--- src/rtl/clock_switch_ctrl_pkg.sv ---
// Shared types and helpers for the clock switch sequencer.
package clock_switch_pkg;

  // Widest select bus the onehot helper can build.
  localparam int unsigned MAX_N = 32;

  typedef enum logic [1:0] {
    ST_IDLE   = 2'd0,
    ST_DRAIN  = 2'd1,
    ST_SETTLE = 2'd2
  } state_e;

  // One-hot vector with bit 'index' set; all-zero when index is out of range.
  function automatic logic [MAX_N-1:0] onehot(input int unsigned index, input int unsigned n);
    logic [MAX_N-1:0] v;
    v = '0;
    if (index < n && index < MAX_N) begin
      v = {{(MAX_N-1){1'b0}}, 1'b1} << index;
    end
    return v;
  endfunction

endpackage

--- src/rtl/clock_switch_ctrl_if.sv ---
// Request handshake between a requester and the clock switch sequencer.
interface clock_switch_ctrl_if #(
  parameter int unsigned SEL_W = 1
) ();
  logic             req_valid;
  logic             req_ready;
  logic [SEL_W-1:0] req_sel;

  modport master (output req_valid, output req_sel, input req_ready);
  modport slave  (input req_valid, input req_sel, output req_ready);
endinterface

--- src/rtl/clock_switch_ctrl_cycle_timer.sv ---
// Loadable down-counter that stops at zero.
module cycle_timer #(
  parameter int unsigned CNT_W     = 8,
  parameter int unsigned RESET_VAL = 0
) (
  input  logic             clk_i,
  input  logic             rst_ni,
  input  logic             load_i,
  input  logic [CNT_W-1:0] load_val_i,
  output logic [CNT_W-1:0] value_o,
  output logic             zero_o
);

  logic [CNT_W-1:0] cnt_q, cnt_d;

  // Load takes priority; otherwise count down and hold at zero.
  always_comb begin
    cnt_d = cnt_q;
    if (load_i) begin
      cnt_d = load_val_i;
    end else if (cnt_q != '0) begin
      cnt_d = cnt_q - 1'b1;
    end
  end

  // Counter register.
  always_ff @(posedge clk_i or negedge rst_ni) begin
    if (!rst_ni) begin
      cnt_q <= CNT_W'(RESET_VAL);
    end else begin
      cnt_q <= cnt_d;
    end
  end

  assign value_o = cnt_q;
  assign zero_o  = (cnt_q == '0);

endmodule

--- src/rtl/clock_switch_ctrl.sv ---
// Sequences the one-hot select of a glitch-free clock mux: drain, select, settle,
// with automatic fallback to the default clock when the active one goes bad.
module clock_switch_ctrl
  import clock_switch_pkg::*;
#(
  parameter int unsigned N             = 2,
  parameter int unsigned SEL_W         = 1,
  parameter int unsigned DEFAULT_SEL   = 0,
  parameter int unsigned DRAIN_CYCLES  = 16,
  parameter int unsigned SETTLE_CYCLES = 16,
  parameter int unsigned CNT_W         = 8
) (
  input  logic                clk,
  input  logic                rstb,
  clock_switch_ctrl_if.slave  req_if,
  input  logic [N-1:0]        clk_ok,
  output logic [N-1:0]        select,
  output logic [SEL_W-1:0]    current_sel,
  output logic                busy,
  output logic                done,
  output logic                err,
  output logic                fallback
);

  localparam logic [SEL_W-1:0] DefSel = SEL_W'(DEFAULT_SEL);
  localparam logic [N-1:0]     DefOh  = N'(onehot(DEFAULT_SEL, N));

  state_e           state_q, state_d;
  logic [N-1:0]     select_q, select_d;
  logic [SEL_W-1:0] cur_q, cur_d;
  logic [SEL_W-1:0] target_q, target_d;
  logic             done_q, done_d;
  logic             err_q, err_d;
  logic             fb_q, fb_d;
  // Set by reset so the reset-time settle ends without a done pulse.
  logic             init_q, init_d;

  logic             tmr_load;
  logic [CNT_W-1:0] tmr_load_val;
  logic [CNT_W-1:0] tmr_value;
  logic             tmr_zero;

  logic cur_ok, req_ok, def_ok, fb_cond;

  cycle_timer #(
    .CNT_W     (CNT_W),
    .RESET_VAL (SETTLE_CYCLES - 1)
  ) u_timer (
    .clk_i      (clk),
    .rst_ni     (rstb),
    .load_i     (tmr_load),
    .load_val_i (tmr_load_val),
    .value_o    (tmr_value),
    .zero_o     (tmr_zero)
  );

  // Health lookups; an out-of-range request index never matches, so it reads as not ok.
  always_comb begin
    cur_ok = 1'b0;
    req_ok = 1'b0;
    def_ok = 1'b0;
    for (int unsigned i = 0; i < N; i++) begin
      if (cur_q == SEL_W'(i))          cur_ok = clk_ok[i];
      if (req_if.req_sel == SEL_W'(i)) req_ok = clk_ok[i];
      if (i == DEFAULT_SEL)            def_ok = clk_ok[i];
    end
    fb_cond = !cur_ok && (cur_q != DefSel) && def_ok;
  end

  assign req_if.req_ready = (state_q == ST_IDLE) && !fb_cond;

  // Next-state, select sequencing and pulse generation.
  always_comb begin
    state_d      = state_q;
    select_d     = select_q;
    cur_d        = cur_q;
    target_d     = target_q;
    done_d       = 1'b0;
    err_d        = 1'b0;
    fb_d         = 1'b0;
    init_d       = init_q;
    tmr_load     = 1'b0;
    tmr_load_val = '0;
    unique case (state_q)
      ST_IDLE: begin
        if (fb_cond) begin
          target_d     = DefSel;
          fb_d         = 1'b1;
          state_d      = ST_DRAIN;
          select_d     = '0;
          tmr_load     = 1'b1;
          tmr_load_val = CNT_W'(DRAIN_CYCLES - 1);
        end else if (req_if.req_valid) begin
          if (!req_ok) begin
            err_d = 1'b1;
          end else if (req_if.req_sel == cur_q) begin
            done_d = 1'b1;
          end else begin
            target_d     = req_if.req_sel;
            state_d      = ST_DRAIN;
            select_d     = '0;
            tmr_load     = 1'b1;
            tmr_load_val = CNT_W'(DRAIN_CYCLES - 1);
          end
        end
      end
      ST_DRAIN: begin
        if (tmr_zero) begin
          state_d      = ST_SETTLE;
          select_d     = N'(onehot(int'(target_q), N));
          tmr_load     = 1'b1;
          tmr_load_val = CNT_W'(SETTLE_CYCLES - 1);
        end
      end
      ST_SETTLE: begin
        if (tmr_zero) begin
          state_d = ST_IDLE;
          cur_d   = target_q;
          done_d  = !init_q;
          init_d  = 1'b0;
        end
      end
      default: state_d = ST_SETTLE;
    endcase
  end

  // State and output registers; reset restarts a settle on the default clock.
  always_ff @(posedge clk or negedge rstb) begin
    if (!rstb) begin
      state_q  <= ST_SETTLE;
      select_q <= DefOh;
      cur_q    <= DefSel;
      target_q <= DefSel;
      done_q   <= 1'b0;
      err_q    <= 1'b0;
      fb_q     <= 1'b0;
      init_q   <= 1'b1;
    end else begin
      state_q  <= state_d;
      select_q <= select_d;
      cur_q    <= cur_d;
      target_q <= target_d;
      done_q   <= done_d;
      err_q    <= err_d;
      fb_q     <= fb_d;
      init_q   <= init_d;
    end
  end

  assign select      = select_q;
  assign current_sel = cur_q;
  assign busy        = (state_q != ST_IDLE);
  assign done        = done_q;
  assign err         = err_q;
  assign fallback    = fb_q;

endmodule

--- src/flat_wrapper.sv ---
// flat-port wrapper written by rule: the top's interface ports become plain ports
module clock_switch_ctrl_flat import clock_switch_pkg::*;
#(
  parameter int unsigned N             = 2,
  parameter int unsigned SEL_W         = 1,
  parameter int unsigned DEFAULT_SEL   = 0,
  parameter int unsigned DRAIN_CYCLES  = 16,
  parameter int unsigned SETTLE_CYCLES = 16,
  parameter int unsigned CNT_W         = 8
)
  (clk, rstb, clk_ok, select, current_sel, busy, done, err, fallback, req_if_req_valid, req_if_req_sel, req_if_req_ready);
  clock_switch_ctrl_if #(.SEL_W(SEL_W)) req_if_i ();
  input  logic clk;
  input  logic rstb;
  input  logic [N-1:0] clk_ok;
  output logic [N-1:0] select;
  output logic [SEL_W-1:0] current_sel;
  output logic busy;
  output logic done;
  output logic err;
  output logic fallback;
  input wire logic [$bits(req_if_i.req_valid)-1:0] req_if_req_valid;
  input wire logic [$bits(req_if_i.req_sel)-1:0] req_if_req_sel;
  output wire logic [$bits(req_if_i.req_ready)-1:0] req_if_req_ready;
  assign req_if_i.req_valid = req_if_req_valid;
  assign req_if_i.req_sel = req_if_req_sel;
  assign req_if_req_ready = req_if_i.req_ready;
  clock_switch_ctrl #(.N(N), .SEL_W(SEL_W), .DEFAULT_SEL(DEFAULT_SEL), .DRAIN_CYCLES(DRAIN_CYCLES), .SETTLE_CYCLES(SETTLE_CYCLES), .CNT_W(CNT_W)) u_core (.clk(clk), .rstb(rstb), .req_if(req_if_i), .clk_ok(clk_ok), .select(select), .current_sel(current_sel), .busy(busy), .done(done), .err(err), .fallback(fallback));
endmodule
--- config.mk ---
export PLATFORM = sky130hd
export DESIGN_NAME = clock_switch_ctrl_flat
export DESIGN_NICKNAME = d
export VERILOG_FILES = /design/src/rtl/clock_switch_ctrl_pkg.sv /design/src/rtl/clock_switch_ctrl_if.sv /design/src/rtl/clock_switch_ctrl_cycle_timer.sv /design/src/rtl/clock_switch_ctrl.sv /design/src/flat_wrapper.sv
export SDC_FILE = /design/constraint.sdc
export NUM_CORES = 1
export LEC_CHECK = 0
export BUFFER_PORTS_ARGS = -buffer_cell sky130_fd_sc_hd__buf_2
export CORE_ASPECT_RATIO = 2
export CORE_UTILIZATION = 32
export DETAILED_ROUTE_END_ITERATION = 10
export PLACE_DENSITY = 0.48
export SLEW_MARGIN = 20
export SYNTH_ARGS = -nofsm -noshare
export SYNTH_HDL_FRONTEND = slang
export SYNTH_SLANG_ARGS = --single-unit
--- constraint.sdc ---
create_clock -name clk -period 3.9 [get_ports clk]
set_input_delay 0.585 -clock clk [delete_from_list [all_inputs] [get_ports clk]]
set_output_delay 0.585 -clock clk [all_outputs]
set_load 0.02 [all_outputs]
==> impl_summary.txt <==
----------------------------------------------------
[Status]
  Status ... complete, no violations

[Clock tree]
  Cells resized by post-CTS repair ... 0
  Post-CTS clock slew at the launch and capture registers of the worst setup and hold paths ... 0.07 ns
  Clock tree from TritonCTS ... built
  Clock network latency to the later pin of the worst-skew pair ... between 0.2 and 0.3 ns
  CTS Buf Count ... 3
  Hold buffer count at cts ... 0
  Total number of clock tree sinks ... 18
  Post-CTS setup buffer count ... 0
  CTS root buffer ... clkbuf_8
  Number of buffers on the longest clock path ... 2
  CTS H-tree depth ... 1

[STA]
  Setup TNS ... 0 ns
  Pin slew with the least headroom to its limit ... between 0.5 and 0.6 ns
  Max-slew violation count ... 0
  Min Clock Period, post-route ... 2.04 ns
  Maximum clock skew at final layout ... 0.00313 ns
  Setup repair after global routing missed its margin ... false
  Final hold violations ... 0
  Relative max-transition margin ... about two thirds
  Share of the cycle needed by the critical path after routing ... around 52%
  Setup-failing EPs final ... 0
  Max frequency ... slightly below 500 MHz

[Logic synthesis]
  Fraction of registers with async set or reset after synthesis ... 100%
  Synth Net Count ... between 90 and 100
  Sequential area share after synthesis ... 47.2%
  Post-synthesis area per instance ... approximately 11 µm²
  Post-synth top flop ... dfrtp_1
  Number of warnings printed during yosys synthesis ... 0
  Count of state elements after synthesis ... 18
  Netlist cell types ... 38
  Area of the mapped netlist ... roughly 970 µm²
  EDFF count, synth ... 0
  Instance count of the mapped netlist ... 88

[Setup path]
  Critical Path Fanout Max ... 10
  Destination of the worst register-to-register timing path ... u_core.u_timer.value_o[5]
  Critical path capture point type ... primary output
  Crit Path Class ... register to primary output
  List of cells traversed by the critical path ... or2_1 -> nor2_1 -> buf_2
  Critical path launch point type ... register
  Required time at the endpoint of the critical path ... between 3 and 4 ns
  Slowest stage cell on the critical path ... dfrtp_1
  CP Buf/Inv Count ... 1
  Worst-case reg-to-reg path depth ... 6
  Slowest cell delay on critical path ... 0.49 ns
  Source of the worst register-to-register timing path ... u_core.u_timer.value_o[0]
  Worst R2R Setup Slack ... around 1.9 ns
  Arrival time at the worst endpoint ... 1.46 ns
  Crit. Startpoint ... u_core.state_q[0]
  Delay-heaviest family, CP ... simple AND/OR/NAND/NOR gates

[Floorplan]
  Width of the die ... 41 µm
  Count of standard-cell rows ... 28
  Area of the core region ... about 0.0029 mm²
  Starting Density ... roughly 33%
  I/O Pins ... 14
  Die area ... about 0.0033 mm²
  Height of the chip ... roughly 80 µm

[Final layout]
  Antenna diode count ... 0
  Final layout net count ... roughly 110
  Multi-input gate area ... around 470 µm²
  Filler cells ... ~300
  Area occupied by registers ... between 400 and 500 µm²
  Signed area change from the synthesized netlist to the final layout ... 11.2%
  Fraction of layout instances using a drive strength above 1 ... between 30% and 40%
  Cell area after layout ... between 0.001 and 0.0015 mm²

[Global routing]
  Maximum number of pins on one net before global-route repair ... 19
  GRT overflow ... 0
  Antenna violations before repair ... 0
  Wire length of the first global-routing pass ... 3220 µm
  Total Routing Usage GR ... roughly 14%
  Number of global-route vias before repair ... 684

[Routing]
  DRT Pass-1 Iters ... 2
  Final wirelength ... just under 2000 µm
  Total DRC errors in the routed layout ... 0
  Total via count in the routed design ... 724
  Antenna viol nets, final ... 0
  DR WL/cell ... around 15 µm
  Vias per cell ... 5.53
  Iteration-0 DRC count of the detailed router ... 21

[Worst hold path]
  HP Class ... primary input to async pin

[Run]
  Maximum capacitance violations ... 0

[Placed design]
  Detail Placement HPWL ... 1520 µm
  Gpl congestion ... between 0.6 and 0.7
  Count of port buffers added during placement ... 13
  Placed cell areas ... 0.00104 mm²

[Power]
  Total power per unit cell area ... about 660 mW/mm²
  Worst ir drop on vdd ... approximately 0.00029 V
  P_leak ... 0.518 nW

----------------------------------------------------
-- registers in the layout, summed over array words and instances, names as in the netlist --
register                count
u_core.done                 1
u_core.err                  1
u_core.u_timer.value_o      8
u_core.fallback             1
u_core.target_q             1
u_core.state_q              2
u_core.select               2
u_core.init_q               1
u_core.current_sel          1
-- worst max-delay path by stage --
stage / endpoint / slack [ns] / cells after the start
after floorplan: u_core.u_timer.value_o[5] / 2.12 / 6
after global placement: u_core.u_timer.value_o[5] / 2.00 / 6
after detailed placement: u_core.u_timer.value_o[5] / 1.94 / 6
after CTS: req_if_req_ready / 1.85 / 3
after global routing: req_if_req_ready / 1.80 / 3
final: req_if_req_ready / 1.86 / 3
-- layer usage --
layer  vias to the layer above  share of wire [%]  global-route usage (%)
met1                       363                 37                    16.3
met5                         -                  0                       0
met3                         2                2.1                    1.67
met2                        11                 60                    25.0
met4                         0                1.3                    6.00
li1                        348                  -                       -
-- stage by stage --
step / utilization [%] / worst slack (ns) / cells / hold WS, ns / power (mW)
after floorplan: - / 2.12 / 88 / 0.289 / 0.534
after global placement: 35.7 / 2.00 / 127 / 0.486 / 0.585
after detailed placement: 35.7 / 1.94 / 127 / 0.491 / 0.585
after CTS: 37.2 / 1.85 / 131 / 0.273 / 0.720
after global routing: 37.2 / 1.80 / 131 / 0.291 / 0.765
final: 37.2 / 1.86 / 131 / 0.267 / 0.710
-- cells in the mapped netlist (all sizes together), types with 2 or more instances --
library cell	instances	area share [%]
nand3b	3	3.6
a21oi	6	3.1
mux2	2	2.7
and4b	3	3.1
nand2	9	3.5
buf	4	4.0
nor4	2	4.4
a211o	2	1.8
or3	2	1.3
dfstp	7	19
xnor2	2	1.8
and2	2	1.4
inv	2	0.77
or2	3	1.9
o211ai	2	1.5
dfrtp	11	28
nand2b	4	2.6
nor2b	2	1.3
o21ai	4	2.1
nor2	3	1.2
-- kinds of logic after synthesis --
| logic type | count (synthesis) | synth area share, % |
|---|---|---|
| compound gates | 17 | 11.1 |
| xor+xnor | 2 | 1.80 |
| flops | 18 | 47.2 |
| simple gates | 41 | 30.2 |
| fa+ha+maj | 1 | 1.29 |
| buf+inv | 6 | 4.76 |
| mux | 3 | 3.73 |
-- layout by cell type, fill, tap and decap left out, types with 3 or more instances in the layout --
cell type	n
a21oi_1	6
and4b_1	3
buf_2	13
clkbuf_8	3
dfrtp_1	11
dfstp_2	7
nand2_1	9
nand2b_1	4
nor2_1	3
o21ai_0	4
-- cell type report --
cell class              instances  share of cell area (%)
flip-flops and latches         18                    42.4
inverters                       2                   0.694
multi-input cells              64                    43.2
well taps                      30                    3.47
repair buffers                 13                    6.01
clock buffers                   4                    4.16
-- report_power, final --
part           switching [mW]  internal, mW  total, mW
clock                  0.0581        0.0724      0.130
sequential             0.0637         0.258      0.322
combinational           0.139         0.118      0.257
total                   0.261         0.449      0.710
(Power assumes the default switching activity.)
